File: src/rtl/temp_display_pkg.sv
// rtl/temp_display_pkg.sv - shared types, digit codes and segment patterns for temp_display
package temp_display_pkg;

    typedef enum logic [1:0] {
        ST_IDLE,
        ST_LATCH,
        ST_SHIFT,
        ST_COMMIT
    } state_t;

    localparam logic [4:0] DIG_BLANK = 5'd16;
    localparam logic [4:0] DIG_MINUS = 5'd17;

    // Active-low {g,f,e,d,c,b,a} for the 18 digit codes.
    function automatic logic [6:0] seg_pattern(input logic [4:0] code);
        logic [6:0] pat;
        case (code)
            5'd0:    pat = 7'h40;
            5'd1:    pat = 7'h79;
            5'd2:    pat = 7'h24;
            5'd3:    pat = 7'h30;
            5'd4:    pat = 7'h19;
            5'd5:    pat = 7'h12;
            5'd6:    pat = 7'h02;
            5'd7:    pat = 7'h78;
            5'd8:    pat = 7'h00;
            5'd9:    pat = 7'h10;
            5'd10:   pat = 7'h08;
            5'd11:   pat = 7'h03;
            5'd12:   pat = 7'h46;
            5'd13:   pat = 7'h21;
            5'd14:   pat = 7'h06;
            5'd15:   pat = 7'h0E;
            5'd17:   pat = 7'h3F;
            default: pat = 7'h7F;
        endcase
        return pat;
    endfunction

endpackage

File: src/rtl/bin2bcd_seq.sv
// rtl/bin2bcd_seq.sv - 8-bit iterative double-dabble, one add-3/shift step per cycle
module bin2bcd_seq (
    input  logic        clk,
    input  logic        reset,
    input  logic        start,
    input  logic [7:0]  bin,
    output logic        done,
    output logic [11:0] bcd
);

    logic [7:0]  bin_q, bin_d;
    logic [11:0] bcd_q, bcd_d;
    logic [2:0]  cnt_q, cnt_d;
    logic        run_q, run_d;
    logic [11:0] adj;

    always_comb begin
        adj = bcd_q;
        for (int i = 0; i < 3; i++) begin
            if (bcd_q[i*4 +: 4] >= 4'd5) begin
                adj[i*4 +: 4] = bcd_q[i*4 +: 4] + 4'd3;
            end
        end
        bin_d = bin_q;
        bcd_d = bcd_q;
        cnt_d = cnt_q;
        run_d = run_q;
        if (start) begin
            bin_d = bin;
            bcd_d = 12'd0;
            cnt_d = 3'd0;
            run_d = 1'b1;
        end else if (run_q) begin
            {bcd_d, bin_d} = {adj[10:0], bin_q, 1'b0};
            cnt_d = cnt_q + 3'd1;
            if (cnt_q == 3'd7) begin
                run_d = 1'b0;
            end
        end
    end

    always_ff @(posedge clk) begin
        if (!reset) begin
            bin_q <= 8'd0;
            bcd_q <= 12'd0;
            cnt_q <= 3'd0;
            run_q <= 1'b0;
        end else begin
            bin_q <= bin_d;
            bcd_q <= bcd_d;
            cnt_q <= cnt_d;
            run_q <= run_d;
        end
    end

    // High during the final step; bcd holds the result from the next cycle on.
    assign done = run_q && (cnt_q == 3'd7);
    assign bcd  = bcd_q;

endmodule

File: src/rtl/temp_display.sv
// rtl/temp_display.sv - ADT7420 result word to 4-digit multiplexed 7-segment display
module temp_display
    import temp_display_pkg::*;
#(
    parameter int          REFRESH_DIV = 50000,
    parameter logic [15:0] IDLE_WORD   = 16'hFFFF
) (
    input  logic        clk,
    input  logic        reset,
    input  logic [15:0] raw,
    input  logic [1:0]  sw,
    output logic [3:0]  an,
    output logic [6:0]  seg,
    output logic        dp,
    output logic        busy
);

    state_t          state_q, state_d;
    logic [15:0]     raw_q, shown_raw_q, shown_raw_d, lat_raw_q, lat_raw_d;
    logic            mode_q, shown_mode_q, shown_mode_d, lat_mode_q, lat_mode_d;
    logic            neg_q, neg_d;
    logic [8:0]      whole_q, whole_d;
    logic [3:0]      tenths_q, tenths_d;
    logic [3:0][4:0] dig_q, dig_d;
    logic            dp_en_q, dp_en_d, busy_q, busy_d;
    logic [15:0]     cnt_q, cnt_d;
    logic [1:0]      idx_q, idx_d;
    logic [3:0]      an_q, an_d;
    logic [6:0]      seg_q, seg_d;
    logic            dp_q, dp_d;
    logic [12:0]     t_val, mag;
    logic [7:0]      frac_x10;
    logic            bcd_start, bcd_done;
    logic [11:0]     bcd;
    logic            unused_sw;

    assign unused_sw = sw[1];

    always_comb begin
        t_val     = raw_q[15:3];
        mag       = t_val[12] ? (~t_val + 13'd1) : t_val;
        frac_x10  = {4'd0, mag[3:0]} * 8'd10;
        bcd_start = (state_q == ST_LATCH) && !mode_q;
    end

    bin2bcd_seq u_bcd (
        .clk   (clk),
        .reset (reset),
        .start (bcd_start),
        .bin   (mag[11:4]),
        .done  (bcd_done),
        .bcd   (bcd)
    );

    always_comb begin
        state_d      = state_q;
        shown_raw_d  = shown_raw_q;
        shown_mode_d = shown_mode_q;
        lat_raw_d    = lat_raw_q;
        lat_mode_d   = lat_mode_q;
        neg_d        = neg_q;
        whole_d      = whole_q;
        tenths_d     = tenths_q;
        dig_d        = dig_q;
        dp_en_d      = dp_en_q;
        busy_d       = busy_q;
        case (state_q)
            ST_IDLE: begin
                if (raw_q != IDLE_WORD && (raw_q != shown_raw_q || mode_q != shown_mode_q)) begin
                    state_d = ST_LATCH;
                    busy_d  = 1'b1;
                end
            end
            ST_LATCH: begin
                lat_raw_d  = raw_q;
                lat_mode_d = mode_q;
                neg_d      = t_val[12];
                whole_d    = mag[12:4];
                tenths_d   = frac_x10[7:4];
                state_d    = mode_q ? ST_COMMIT : ST_SHIFT;
            end
            ST_SHIFT: begin
                if (bcd_done) begin
                    state_d = ST_COMMIT;
                end
            end
            default: begin
                state_d      = ST_IDLE;
                busy_d       = 1'b0;
                shown_raw_d  = lat_raw_q;
                shown_mode_d = lat_mode_q;
                if (lat_mode_q) begin
                    for (int k = 0; k < 4; k++) begin
                        dig_d[k] = {1'b0, lat_raw_q[k*4 +: 4]};
                    end
                    dp_en_d = 1'b0;
                end else if (whole_q[8] || (neg_q && whole_q >= 9'd100)) begin
                    dig_d   = {4{DIG_MINUS}};
                    dp_en_d = 1'b0;
                end else begin
                    dig_d[0] = {1'b0, tenths_q};
                    dig_d[1] = {1'b0, bcd[3:0]};
                    dig_d[2] = (bcd[11:4] == 8'd0) ? DIG_BLANK : {1'b0, bcd[7:4]};
                    dig_d[3] = neg_q ? DIG_MINUS :
                               ((bcd[11:8] == 4'd0) ? DIG_BLANK : {1'b0, bcd[11:8]});
                    dp_en_d  = 1'b1;
                end
            end
        endcase
    end

    // Outputs follow the current index/digits one cycle later.
    always_comb begin
        cnt_d = (cnt_q == 16'(REFRESH_DIV - 1)) ? 16'd0 : cnt_q + 16'd1;
        idx_d = (cnt_q == 16'(REFRESH_DIV - 1)) ? idx_q + 2'd1 : idx_q;
        an_d  = ~(4'b0001 << idx_q);
        seg_d = seg_pattern(dig_q[idx_q]);
        dp_d  = ~(dp_en_q && (idx_q == 2'd1));
    end

    always_ff @(posedge clk) begin
        if (!reset) begin
            state_q      <= ST_IDLE;
            raw_q        <= IDLE_WORD;
            mode_q       <= 1'b0;
            shown_raw_q  <= IDLE_WORD;
            shown_mode_q <= 1'b0;
            lat_raw_q    <= 16'd0;
            lat_mode_q   <= 1'b0;
            neg_q        <= 1'b0;
            whole_q      <= 9'd0;
            tenths_q     <= 4'd0;
            dig_q        <= {4{DIG_BLANK}};
            dp_en_q      <= 1'b0;
            busy_q       <= 1'b0;
            cnt_q        <= 16'd0;
            idx_q        <= 2'd0;
            an_q         <= 4'hF;
            seg_q        <= 7'h7F;
            dp_q         <= 1'b1;
        end else begin
            state_q      <= state_d;
            raw_q        <= raw;
            mode_q       <= sw[0];
            shown_raw_q  <= shown_raw_d;
            shown_mode_q <= shown_mode_d;
            lat_raw_q    <= lat_raw_d;
            lat_mode_q   <= lat_mode_d;
            neg_q        <= neg_d;
            whole_q      <= whole_d;
            tenths_q     <= tenths_d;
            dig_q        <= dig_d;
            dp_en_q      <= dp_en_d;
            busy_q       <= busy_d;
            cnt_q        <= cnt_d;
            idx_q        <= idx_d;
            an_q         <= an_d;
            seg_q        <= seg_d;
            dp_q         <= dp_d;
        end
    end

    assign an   = an_q;
    assign seg  = seg_q;
    assign dp   = dp_q;
    assign busy = busy_q;

endmodule

File: config.mk
export PLATFORM = sky130hd
export DESIGN_NAME = temp_display
export DESIGN_NICKNAME = d
export VERILOG_FILES = /design/src/rtl/temp_display_pkg.sv /design/src/rtl/bin2bcd_seq.sv /design/src/rtl/temp_display.sv
export SDC_FILE = /design/constraint.sdc
export NUM_CORES = 1
export LEC_CHECK = 0
export CAP_MARGIN = 15
export CORE_MARGIN = 10
export CORE_UTILIZATION = 40
export DETAILED_ROUTE_END_ITERATION = 7
export GPL_ROUTABILITY_DRIVEN = 0
export SYNTH_ARGS = -nofsm -noshare
export SYNTH_HDL_FRONTEND = slang
export SYNTH_SLANG_ARGS = --single-unit
File: constraint.sdc
create_clock -name clk -period 3.29 [get_ports clk]
set_clock_uncertainty 0.05 [all_clocks]
set_input_delay 0.4935 -clock clk [delete_from_list [all_inputs] [get_ports clk]]
set_output_delay 0.4935 -clock clk [all_outputs]
set_load 0.01 [all_outputs]
==> flow_summary.ini, run 1 <==
[run_status]
status = completed

[synthesis]
syn_inst = 668
synthSimpleGateAreaFrac_pct = 17.2
ys_types = 51
synth_fa_ha_area_share_pct = 5.93
synth-compound-area-share_pct = 11.2
ys_seq_elements = 139
synth_edf_count = 0
synth_top_family_by_area = simple AND/OR/NAND/NOR gates
synth_xor_area_share_pct = 6.74
synth_flop_cell = dfxtp_1
muxShareOfSynthArea_pct = 10.0
synth-async-reset-ratio_pct = 0
synth-warning-count = 0
synthesis.nets = 717
yosysSeqAreaShare_pct = 44.6
syn_avg_cell_area_um2 = 9.34
netlist_area_um2 = 6240

[die]
dieArea_um2 = 21000
die_w_um = 145
fp-row-count = 45
start_util_pct = 40.9
ios = 33
core_area_um2 = 15300
dieHeight_um = 145

[critical_path]
cpPeakStageDelay_ns = 0.40
cp.arrival_ns = 2.74
worstPathMaxFanout = 6
worstSetupPathType = reg2reg
r2r_cells = 9
critPathCapture = tenths_q[2]
worst_setup_path_end_kind = flip-flop
cp_slowest_cell = fa_1
startpoint = raw_q[3]
rrSetupSlack_ns = 0.84
r2r_end = tenths_q[2]
r2r_start = raw_q[3]
cp-start-kind = flip-flop
path_cells = o31ai_1 -> xor2_1 -> inv_1 -> ha_1 -> ha_1 -> inv_1 -> fa_1 -> xnor2_1 -> a211oi_1
required_ns = 3.59

[sta]
rsz0062_at_grt = no
fin_crit_sh_pct = 74.4
relSlewSlack_pct = 39.0
hold_ws_ns = 0.364
tightest_slew_ns = 0.912
finalSetupViolCount = 0
hold_violations = 0
setup_ws_ns = 0.842
period_needed_ns = 2.45
fin_tns_setup_ns = 0
finalMaxSlewViolations = 0
fmax_mhz = 409

[cells_and_area]
finalNonFillerCells = 912
synthToLayoutAreaGrowth_pct = 17.2
final_nets = 737
n_antenna_cell = 0
drive_gt1_share_pct = 8.13
utilization_pct = 47.9
num-fill-cells = 1470

[global_routing]
grt_first_pass_wirelength_um = 22800
grt_antenna_before_repair = 0
grt_pass1_vias = 4638
grt_max_degree = 43
grt.total_usage_pct = 13.1
grt.overflow.total = 0

[route]
post_drt_wl_per_cell_um = 15.0
routed_wl_um = 13700
vias_per_cell = 5.11
antenna_left = 0
vias = 4657
drtIter0Drc = 279
drc = 0
firstDrtPassIters = 5

[power]
p_switching_mw = 1.48
power_frac_clock_pct = 37.9
p_int_mw = 3.58
leakage_nw = 2.74
swShare_pct = 29.2
combPwrFrac_pct = 19.4
power_density_nw_per_um2 = 691
seq_power_share_pct = 42.7
ir_drop_mv = 0.517

[placed_design]
place_inst = 880
numPortBuffers = 31
place_ws_ns = 0.838
place.detailed.hpwl_um = 9790

[cts]
clkLatencyLatePin_ns = 0.43
cts_buffer_depth = 2
clock-root-buffer = clkbuf_16
clock-sinks = 139
cts.clk_slew.worst_paths_ns = 0.06
cts_tree = built
hold_buffers = 0
ctsHtreeMaxLevel = 4
cts_resized = 0
post_cts_buffers = 0
numCtsBuffers = 17

[min_path]
hp-class = reg2reg

[job]
drv_cap = 0
==> how the worst min path moves through the flow <==
stage          endpoint     from  cells past startpoint  slack (ns)
3_3_place_gp         dp  dp_en_q                      1        0.34
6_report             dp  dp_en_q                      1        0.36
2_1_floorplan        dp  dp_en_q                      1        0.32
5_1_grt           an[0]    reset                      2        0.38
4_1_cts           an[0]    reset                      2        0.35
3_5_place_dp         dp  dp_en_q                      1        0.35
==> per-layer routing <==
metal / global-route usage (%) / wire, µm
met5: 0 / 0
met4: 6.38 / 290
met3: 3.14 / 604
met2: 20.9 / 6410
met1: 16.3 / 6350
==> layout by cell type, fill, tap and decap left out, types with 9 or more instances in the layout <==
| cell | Yosys | routed |
|---|---|---|
| dfxtp_1 | 139 | 139 |
| nor2_1 | 79 | 79 |
| nand2_1 | 51 | 51 |
| mux2i_1 | 48 | 48 |
| clkdlybuf4s50_1 | 0 | 30 |
| inv_1 | 29 | 29 |
| xor2_1 | 29 | 29 |
| ha_1 | 28 | 28 |
| a21oi_1 | 27 | 27 |
| nand2b_1 | 25 | 25 |
| o21ai_0 | 21 | 21 |
| a211oi_1 | 19 | 19 |
| xnor2_1 | 19 | 19 |
| clkbuf_16 | 0 | 17 |
| nand3_1 | 16 | 16 |
| and3_1 | 9 | 9 |
==> state kept, by name, summed over array words and instances (netlist names) <==
register,flops
tenths_q,4
u_bcd.bin_q,8
busy,1
cnt_q,16
dp,1
dp_en_q,1
u_bcd.bcd,12
whole_q,7
lat_mode_q,1
state_q,2
u_bcd.run_q,1
seg,7
an,4
mode_q,1
shown_mode_q,1
shown_raw_q,16
dig_q,19
raw_q,16
idx_q,2
u_bcd.cnt_q,3
lat_raw_q,16
==> logic make-up (layout without fill, tap and decap cells) <==
group,Yosys count,count (layout)
and+or+nand+nor,223,223
DFF,139,139
AOI/OAI and AO/OA,105,105
buffers and inverters,68,101
muxes,56,56
xor gates and xnor gates,48,48
adders and majority gates,29,29
==> critical path, delay by kind of cell (launching register included) <==
family | cells | cell delay, ns
DFF | 1 | 0.37
adders and majority gates | 3 | 0.86
xor gates and xnor gates | 2 | 0.43
buffers and inverters | 2 | 0.14
AOI/OAI and AO/OA | 2 | 0.51
==> per-stage QoR <==
stage / instance area, µm² / power (mW)
finish: 7320 / 5.05
global placement: 6720 / 3.12
global route: 7320 / 5.33
floorplan: 6240 / 2.89
CTS: 7320 / 5.09
detailed placement: 6720 / 3.17
==> synth_stat cells (all sizes together) (4+ instances only) <==
cell / instances / share of area [%]
a211oi: 19 / 2.3
a21oi: 27 / 2.2
a221oi: 5 / 0.70
a222oi: 4 / 0.64
and3: 9 / 0.90
buf: 9 / 0.72
clkbuf: 29 / 1.7
dfxtp: 139 / 45
ha: 28 / 5.6
inv: 30 / 1.8
mux2i: 48 / 7.7
mux4: 5 / 1.8
nand2: 51 / 3.1
nand2b: 25 / 2.5
nand3: 16 / 1.3
nand4: 6 / 0.60
nor2: 79 / 4.8
nor2b: 7 / 0.70
nor3: 5 / 0.40
nor4: 8 / 0.80
o211ai: 6 / 0.72
o21ai: 22 / 1.8
o31ai: 4 / 0.48
xnor2: 19 / 2.7
xor2: 29 / 4.1
==> power groups by stage <==
stage | registers (mW) | logic, mW | clock network (mW)
global route | 2.19 | 1.12 | 2.02
finish | 2.16 | 0.979 | 1.92
global placement | 2.17 | 0.947 | 0
floorplan | 2.10 | 0.799 | 0
CTS | 2.15 | 0.989 | 1.95
detailed placement | 2.19 | 0.979 | 0
==> layout make-up <==
class                           instances  area, µm²  area share (%)
Inverter                               30        113            1.54
Multi-Input combinational cell        461       3190            43.6
Clock inverter                         10        115            1.57
Sequential cell                       139       2780            38.0
Clock buffer                           22        484            6.62
Timing Repair Buffer                   39        365            4.99
Tap cell                              211        264            3.61
Note: power is estimated with default switching activity, not from simulation.
==> run 2, diff against run 1 <==
clock period = 2.5 ns   (was 3.29 ns; I/O delays follow)
==> flow_summary.ini, run 2 (same netlist as run 1, synthesis figures left out) <==
[run_status]
status = completed

[min_path]
min-delay-start = reset
hp-class = in2reg

[route]
vias_per_cell = 5.06
drtIter0Drc = 219
vias = 4663
drc = 0
routed_wl_um = 13700
post_drt_wl_per_cell_um = 14.9
antenna_left = 0
firstDrtPassIters = 4

[die]
fp-row-count = 45
core_area_um2 = 15300
die_w_um = 145
dieArea_um2 = 21000
dieHeight_um = 145
ios = 33
start_util_pct = 40.9

[sta]
period_needed_ns = 2.31
finalSetupViolCount = 0
fin_crit_sh_pct = 92.3
hold_ws_ns = 0.250
fmax_mhz = 433
relSlewSlack_pct = 58.2
tightest_slew_ns = 0.626
fin_tns_setup_ns = 0
rsz0062_at_grt = no
finalMaxSlewViolations = 0
hold_violations = 0

[critical_path]
required_ns = 2.74
cp.arrival_ns = 2.55
cp_slowest_cell = fa_1
startpoint = raw_q[3]
path_buf_inv = 2
r2r_start = raw_q[3]
path_cells = o31ai_2 -> xor2_1 -> inv_1 -> ha_1 -> ha_1 -> inv_1 -> fa_1 -> xnor2_1 -> a211oi_2
worstSetupPathType = reg2reg
rrSetupSlack_ns = 0.19
critPathTopFamily = adder cells
cpPeakStageDelay_ns = 0.40
cp-start-kind = flip-flop
worst_setup_path_end_kind = flip-flop
worstPathMaxFanout = 6

[global_routing]
grt_first_pass_wirelength_um = 22700
grt_pass1_vias = 4572
grt.overflow.total = 0
grt_antenna_before_repair = 0
grt_max_degree = 53
grt.total_usage_pct = 12.9

[cells_and_area]
drive_gt1_share_pct = 10.0
largest_register_ffs = 19
final_common_cell = dfxtp_1
utilization_pct = 48.3
regMostFlops = dig_q
layout_common_cells = dfxtp_1, nor2_1, nand2_1
final_nets = 746
synthToLayoutAreaGrowth_pct = 18.2
fin_area_um2 = 7370
n_antenna_cell = 0
num-fill-cells = 1439

[job]
drv_cap = 0

[power]
power_frac_clock_pct = 36.1
power_mw = 6.53
p_int_mw = 4.56
seq_power_share_pct = 43.3
leakage_nw = 2.77
ir_drop_mv = 0.539
combPwrFrac_pct = 20.5
p_switching_mw = 1.96
power_density_nw_per_um2 = 885
swShare_pct = 30.1

[cts]
cts.clk_slew.worst_paths_ns = 0.06
clock-sinks = 139
clock-root-buffer = clkbuf_16
numCtsBuffers = 17
cts_tree = built
clkLatencyLatePin_ns = 0.42
ctsHtreeMaxLevel = 4
cts_buffer_depth = 2

[placed_design]
place.detailed.hpwl_um = 9830
numPortBuffers = 31
place_area_um2 = 6790
-- run 2: cell types whose count changed in the layout (fill, tap and decap cells not counted), moves of 2 or more --
cell and change:
clkbuf_8 -3, buf_4 +8, clkinv_4 +2, dfxtp_1 -2
-- run 2: worst reg2reg max path: cells and delay by family (launching register included) --
kind,cells,cell delay (ns)
AOI/OAI and AO/OA,2,0.36
buffers and inverters,2,0.12
DFF,1,0.37
xor gates and xnor gates,2,0.42
adders and majority gates,3,0.87
-- run 2: worst paths after layout --
path	cells after the start	to
worst max-delay path	9	tenths_q[2]
worst min-delay path	2	shown_raw_q[8]
worst max register to register	9	tenths_q[2]
worst min register to register	1	dp
-- run 2: final cells by class --
class	count	area, µm²	area share (%)
multi-input cells	461	3200	43.4
repair buffers	48	445	6.04
inverters	30	113	1.53
clock buffers	18	439	5.96
clock inverters	14	124	1.68
flip-flops and latches	139	2790	37.8
well taps	211	264	3.58
-- run 2: metal layers --
layer	up-vias	share of wire, %	wire length [µm]	GRT usage, %
li1	2379	-	-	-
met4	0	1.4	193	4.75
met5	-	0	0	0
met3	14	3.5	485	3.51
met2	78	47	6500	21.3
met1	2192	48	6540	15.8
-- run 2: metrics by stage --
step | std cells | setup WS [ns]
final | 921 | 0.191
after CTS | 920 | 0.104
after global placement | 888 | 0.194
after global routing | 921 | 0.0380
after detailed placement | 888 | 0.126
after floorplan | 668 | 0.176
-- run 2: timing repair --
item,in CTS,in global routing
resized for setup,0,5
endpoints found under the hold margin,0,0
setup endpoints to repair,0,1
hold buffers,0,0
buffers inserted,0,1
-- run 2: power by group through the flow --
| stage | Clock (mW) | Sequential (mW) | Combinational [mW] |
|---|---|---|---|
| 2_1_floorplan | 0 | 2.76 | 1.05 |
| 3_3_place_gp | 0 | 2.85 | 1.29 |
| 3_5_place_dp | 0 | 2.87 | 1.33 |
| 4_1_cts | 2.40 | 2.83 | 1.34 |
| 5_1_grt | 2.49 | 2.87 | 1.51 |
| 6_report | 2.36 | 2.83 | 1.34 |
